===== src/rtl/cache_axi_arbiter.sv =====
// cache_axi_arbiter: shares one AXI bridge port between icache reads and dcache reads/writes
module cache_axi_arbiter #(
  parameter int RR_EN     = 1,
  parameter int MAX_BEATS = 4
) (
  input  logic         clock,
  input  logic         reset,
  input  logic         i_rd_req,
  input  logic [2:0]   i_rd_type,
  input  logic [31:0]  i_rd_addr,
  output logic         i_rd_rdy,
  output logic         i_ret_valid,
  output logic         i_ret_last,
  output logic [31:0]  i_ret_data,
  input  logic         d_rd_req,
  input  logic [2:0]   d_rd_type,
  input  logic [31:0]  d_rd_addr,
  output logic         d_rd_rdy,
  output logic         d_ret_valid,
  output logic         d_ret_last,
  output logic [31:0]  d_ret_data,
  input  logic         d_wr_req,
  input  logic [2:0]   d_wr_type,
  input  logic [31:0]  d_wr_addr,
  input  logic [3:0]   d_wr_wstrb,
  input  logic [127:0] d_wr_data,
  output logic         d_wr_rdy,
  output logic         rd_req,
  output logic [2:0]   rd_type,
  output logic [31:0]  rd_addr,
  input  logic         rd_rdy,
  input  logic         ret_valid,
  input  logic         ret_last,
  input  logic [31:0]  ret_data,
  output logic         wr_req,
  output logic [2:0]   wr_type,
  output logic [31:0]  wr_addr,
  output logic [3:0]   wr_wstrb,
  output logic [127:0] wr_data,
  input  logic         wr_rdy,
  output logic         err,
  output logic [2:0]   beat_cnt
);
  localparam logic [1:0] IDLE   = 2'd0;
  localparam logic [1:0] BUSY_I = 2'd1;
  localparam logic [1:0] BUSY_D = 2'd2;
  localparam logic [2:0] MAX_B  = 3'(MAX_BEATS);

  logic [1:0] state;
  logic       prio_d;
  logic       idle;
  logic       sel_d;
  logic       own_i;
  logic       own_d;

  assign idle  = state == IDLE;
  assign own_i = state == BUSY_I;
  assign own_d = state == BUSY_D;
  assign sel_d = d_rd_req && (!i_rd_req || prio_d);

  assign rd_req   = idle && (i_rd_req || d_rd_req);
  assign rd_type  = rd_req ? (sel_d ? d_rd_type : i_rd_type) : 3'd0;
  assign rd_addr  = rd_req ? (sel_d ? d_rd_addr : i_rd_addr) : 32'd0;
  assign i_rd_rdy = rd_req && !sel_d && rd_rdy;
  assign d_rd_rdy = rd_req && sel_d && rd_rdy;

  assign i_ret_valid = own_i && ret_valid;
  assign i_ret_last  = own_i && ret_last;
  assign i_ret_data  = own_i ? ret_data : 32'd0;
  assign d_ret_valid = own_d && ret_valid;
  assign d_ret_last  = own_d && ret_last;
  assign d_ret_data  = own_d ? ret_data : 32'd0;

  assign wr_req   = d_wr_req;
  assign wr_type  = d_wr_type;
  assign wr_addr  = d_wr_addr;
  assign wr_wstrb = d_wr_wstrb;
  assign wr_data  = d_wr_data;
  assign d_wr_rdy = wr_rdy;

  // grant tracking, burst beat counting and sticky protocol error
  always_ff @(posedge clock) begin
    if (reset) begin
      state    <= IDLE;
      prio_d   <= 1'b1;
      err      <= 1'b0;
      beat_cnt <= 3'd0;
    end else if (idle) begin
      if (ret_valid) err <= 1'b1;
      if (rd_req && rd_rdy) begin
        state    <= sel_d ? BUSY_D : BUSY_I;
        beat_cnt <= 3'd0;
        if (RR_EN != 0) prio_d <= !sel_d;
      end
    end else if (ret_valid) begin
      beat_cnt <= (beat_cnt == 3'd7) ? beat_cnt : beat_cnt + 3'd1;
      if (ret_last) state <= IDLE;
      else if (beat_cnt >= MAX_B) err <= 1'b1;
    end
  end
endmodule


===== config.mk =====
export PLATFORM = sky130hd
export DESIGN_NAME = cache_axi_arbiter
export DESIGN_NICKNAME = d
export VERILOG_FILES = /design/src/rtl/cache_axi_arbiter.sv
export SDC_FILE = /design/constraint.sdc
export NUM_CORES = 1
export LEC_CHECK = 0
export CAP_MARGIN = 15
export CORE_AREA = 2 2 216 218
export DETAILED_ROUTE_END_ITERATION = 16
export DIE_AREA = 0 0 218 220
export GPL_ROUTABILITY_DRIVEN = 0
export MAX_ROUTING_LAYER = met4
export SYNTH_ARGS = -nofsm -noshare
export SYNTH_HDL_FRONTEND = slang
export SYNTH_SLANG_ARGS = --single-unit

===== constraint.sdc =====
create_clock -name clock -period 1.6 [get_ports clock]
set_input_delay 0.16 -clock clock [delete_from_list [all_inputs] [get_ports clock]]
set_output_delay 0.16 -clock clock [all_outputs]
set_load 0.02 [all_outputs]

After elaboration in Yosys (flattened, before gate mapping)

Index checks and enable logic that the tools add are counted.

Order comparisons: 1
Reductions and logical operators: 23
Eq/ne operators: 6
$add $sub $neg: 1
Multiplexer cells: 20

Operator list:

| operator              | count |
|---|---|
| $mux W32              | 4 |
| $mux W3               | 6 |
| $logic_and A1 B1 Y1   | 11 |
| $mux W2               | 5 |
| $reduce_and A3 Y1     | 3 |
| $reduce_bool A2 Y1    | 3 |
| $mux W1               | 5 |
| $ne A2 B1 Y1 const B  | 2 |
| $add A3 B1 Y3 const B | 1 |
| $eq A3 B3 Y1 const B  | 1 |
| $ge A3 B3 Y1 const B  | 1 |
| $eq A2 B1 Y1 const B  | 1 |
| $eq A2 B2 Y1 const B  | 1 |
| $logic_not A1 Y1      | 2 |
| $logic_not A2 Y1      | 1 |
| $logic_or A1 B1 Y1    | 2 |
| $ne A2 B2 Y1 const B  | 1 |
| $reduce_and A2 Y1     | 1 |

Bits of input ports: 278
Word-level logic and storage cells: 55
Output and inout port bits: 279
Register bits after elaboration: 7

Depth between registers and ports, before layout

Depth in word-level cells: 6
Gate-level depth with buffers: 5

Worst setup path before layout

Ideal clock, no wire load.

Path type: register to output
Start point: register state[1]
End point: output port rd_addr[11]
Stages on the path, launching flop included: 6
Slack: 228 ps
Buffers on the path: 2
Required time: 1440 ps
Arrival: 1212 ps
Cell sequence: dfxtp_1 -> nor2_1 -> and2_1 -> buf_4 -> buf_4 -> a22o_1

Word-level cells in the longest chain between the ends: 3

RTL lines:

| element                  | line | source |
|---|---|---|
| start: declaration       | 49   | `logic [1:0] state;` |
| start signal: assignment | 91   | `state <= sel_d ? BUSY_D : BUSY_I;` |
| $logic_not A2 Y1         | 56   | `assign idle = state == IDLE;` |
| $logic_and A1 B1 Y1      | 61   | `assign rd_req = idle && (i_rd_req \|\| d_rd_req);` |
| $mux W32                 | 63   | `assign rd_addr = rd_req ? (sel_d ? d_rd_addr : i_rd_addr) : 32'd0;` |
| end: declaration         | 30   | `output logic [31:0] rd_addr,` |

Every way passes these cells.

Final worst setup path

Start point: register prio_d
End point: output port rd_addr[14]

Word-level cells in the longest chain between the ends: 4

RTL lines:

| element                  | line | source |
|---|---|---|
| start: declaration       | 50   | `logic prio_d;` |
| start signal: assignment | 93   | `if (RR_EN != 0) prio_d <= !sel_d;` |
| $logic_or A1 B1 Y1       | 59   | `assign sel_d = d_rd_req && (!i_rd_req \|\| prio_d);` |
| $logic_and A1 B1 Y1      | 59   |  |
| $mux W32 (2 in series)   | 63   |  |

Every way passes these cells.

==> impl_metrics.yaml <==
synthesis:
  synth.avg_cell_area_um2: 7.477
  synth.area.top_cells: "buf_4, and2_1, a22o_1"
  synth.distinct_cells: 27
  ys_seq_area_frac: 0.05611
  yosysTopAreaCell: "buf_4"
  synth_nets: 614
  synth_area_mm2: 0.002497
  syn_inst: 334
  synth_seq_cells: 7
  netlist.area_leader.share: 0.5170
  synth_warnings: 0
route:
  route.met3.wl_um: 2475
  wl_um: 15880
  highest_layer: "met4"
  route.met2.wl_um: 5813
  wirelength_met1_um: 6950
  drt_pass1_iterations: 4
  drc: 0
  wire_per_inst_um: 15.78
  vias: 2493
  drt-initial-drc-count: 121
  viasPerCell: 2.478
  ant_nets: 0
grt:
  grt_pass1_wl_um: 18020
  grt_start_max_net_pins: 36
  grt_pass1_vias: 2290
  track_usage: 0.05489
  antenna_found_initial: 1
  grt_overflow: 0
worst_setup_path:
  worstPathRequired_ps: 1440
  crit_buf_inv: 3
  reg2reg_to: "beat_cnt[1]$_SDFFE_PP0P_"
  start_kind: "register"
  critical-path-max-stage-delay_ps: 330
  cp_cell_sequence: "a21boi_2 -> and2_4 -> buf_12 -> clkbuf_16 -> a22o_1 -> buf_6"
  cp_max_fo: 8
  crit_path_end_kind: "output port"
  slowest_stage: "dfxtp_2"
  reg2reg_depth: 5
  setup.worst_path.start: "prio_d$_SDFFE_PP1P_"
  r2r_setup_slack_ps: 170
  crit_arrival_ps: 1490
  cp.depth: 6
  crit_family: "buffers and inverters"
  crit_type: "reg2out"
  worstReg2RegStart: "state[1]$_SDFFE_PP0P_"
clock_tree:
  cts_tree: "done"
  postCtsHoldBufs: 0
  clock_latency_ps: 230
  cts_sinks: 7
  cts-root-buf: "clkbuf_16"
  numCtsBuffers: 3
  h-tree-depth: 1
  cts_buffer_depth: 2
  clk_pin_slew_ps: 40
floorplan:
  die_y_um: 220
  core_mm2: 0.04586
  start_util: 0.05445
  num_rows: 79
  die_x_um: 218
  ioPinCount: 557
  dieArea_mm2: 0.04796
place:
  dp_hpwl_um: 11460
  portBuffers: 218
  place_ws_ps: -639.3
  placed_cell_area_mm2: 0.004213
power_and_ir_drop:
  p_per_area_mw_per_mm2: 459.4
  p_leak_nw: 1.835
  vdd_ir_drop_max_mv: 0.6007
  power_mw: 2.073
hold_path:
  hold_start: "d_wr_addr[29]"
  hold_depth: 0
  hold-path-endpoint: "wr_addr[29]"
  hold_path.class: "in2out"
sta:
  rsz0062_at_grt: "yes"
  skew_ps: 0.2698
  worstMarginPinSlew_ps: 329.3
  layout_min_cycle_time_ps: 1647
  clock.fmax_ghz: 0.6070
  report.final.setup_viol: 38
  slew_headroom: 0.7798
  drv_slew: 0
  final.period_utilization: 1.030
  hold_viol: 0
  fin_ws_ps: -47.49
status:
  outcome: "complete, but fails checks"
  violations: "negative setup slack"
finish:
  fill_cells: 5365
  final_common_cell: "clkdlybuf4s50_1"
  drive_gt1_frac: 0.4146
  final_util: 0.09840
  final_nets: 679
  synthToLayoutAreaGrowth_pct: 80.71
  design_area_mm2: 0.004513
  final_cell_mix: "clkdlybuf4s50_1, buf_6, and2_1"
job:
  maxCapViolations: 0
==> synthesized netlist by cell type <==
cell,instances
and3_1,2
or3b_1,2
ha_1,2
o41ai_1,2
o31ai_1,1
nand4_1,1
inv_1,4
o21ai_1,1
nor2b_1,2
nand4b_1,2
and2_1,70
a32oi_1,1
nand2b_1,2
nand2_1,2
dfxtp_1,7
o21ai_0,1
or2_2,1
a21oi_1,2
a21boi_1,1
nand3_1,1
buf_4,172
clkbuf_1,6
and2b_2,2
buf_6,5
a22o_1,35
nor2_1,6
buf_1,1
==> cell type report <==
class / count / area (µm²) / area share
flip-flops and latches: 7 / 143.9 / 0.03188
diodes: 1 / 2.502 / 0.0005545
inverters: 4 / 15.01 / 0.003327
repair buffers: 244 / 2470 / 0.5473
clock buffers: 4 / 78.83 / 0.01747
multi-input cells: 139 / 1044 / 0.2312
well taps: 607 / 759.5 / 0.1683
==> repair_timing <==
item,in CTS,in global routing
gates resized for setup,434,133
pin swaps,1,18
gates cloned,2,6
setup endpoints to repair,103,99
buffers inserted,2,1
==> state kept, by name, indices dropped and copies added, names as in the netlist <==
signal / flops
state: 2
prio_d: 1
beat_cnt: 3
err: 1
==> layer usage <==
layer  track usage  vias up
li1              -     1048
met1       0.07101     1145
met2       0.05958      241
met3       0.03920       59
met4       0.02653        0
met5             -        -
==> per-stage QoR <==
stage / TNS [ps] / cells / hold WS (ps)
after floorplan: 0 / 334 / 321.3
after global placement: -29770 / 990 / 320.1
after detailed placement: -31150 / 990 / 320.1
after CTS: -1369 / 998 / 320.1
after global routing: -3590 / 1006 / 320.0
final: -761.1 / 1006 / 320.0
==> how the worst max path moves through the flow <==
stage,to
2_1_floorplan,rd_addr[11]
3_3_place_gp,rd_addr[10]
3_5_place_dp,rd_addr[10]
4_1_cts,rd_addr[10]
5_1_grt,rd_addr[14]
6_report,rd_addr[14]
==> logic make-up (layout without fill, tap and decap cells) <==
logic type | Yosys count | after routing | share of synthesized area
adders and majority gates | 2 | 2 | 0.01002
and+or+nand+nor | 93 | 93 | 0.2305
other | 0 | 1 | 0
DFF | 7 | 7 | 0.05611
buffers and inverters | 188 | 252 | 0.5561
AOI/OAI and AO/OA | 44 | 44 | 0.1473
==> where the power goes <==
part / total (mW) / internal, mW / switching (mW)
sequential: 0.196 / 0.187 / 0.00928
combinational: 1.44 / 0.791 / 0.649
clock: 0.436 / 0.332 / 0.104
total: 2.07 / 1.31 / 0.762
No activity file was read; power rests on OpenSTA's default activity.
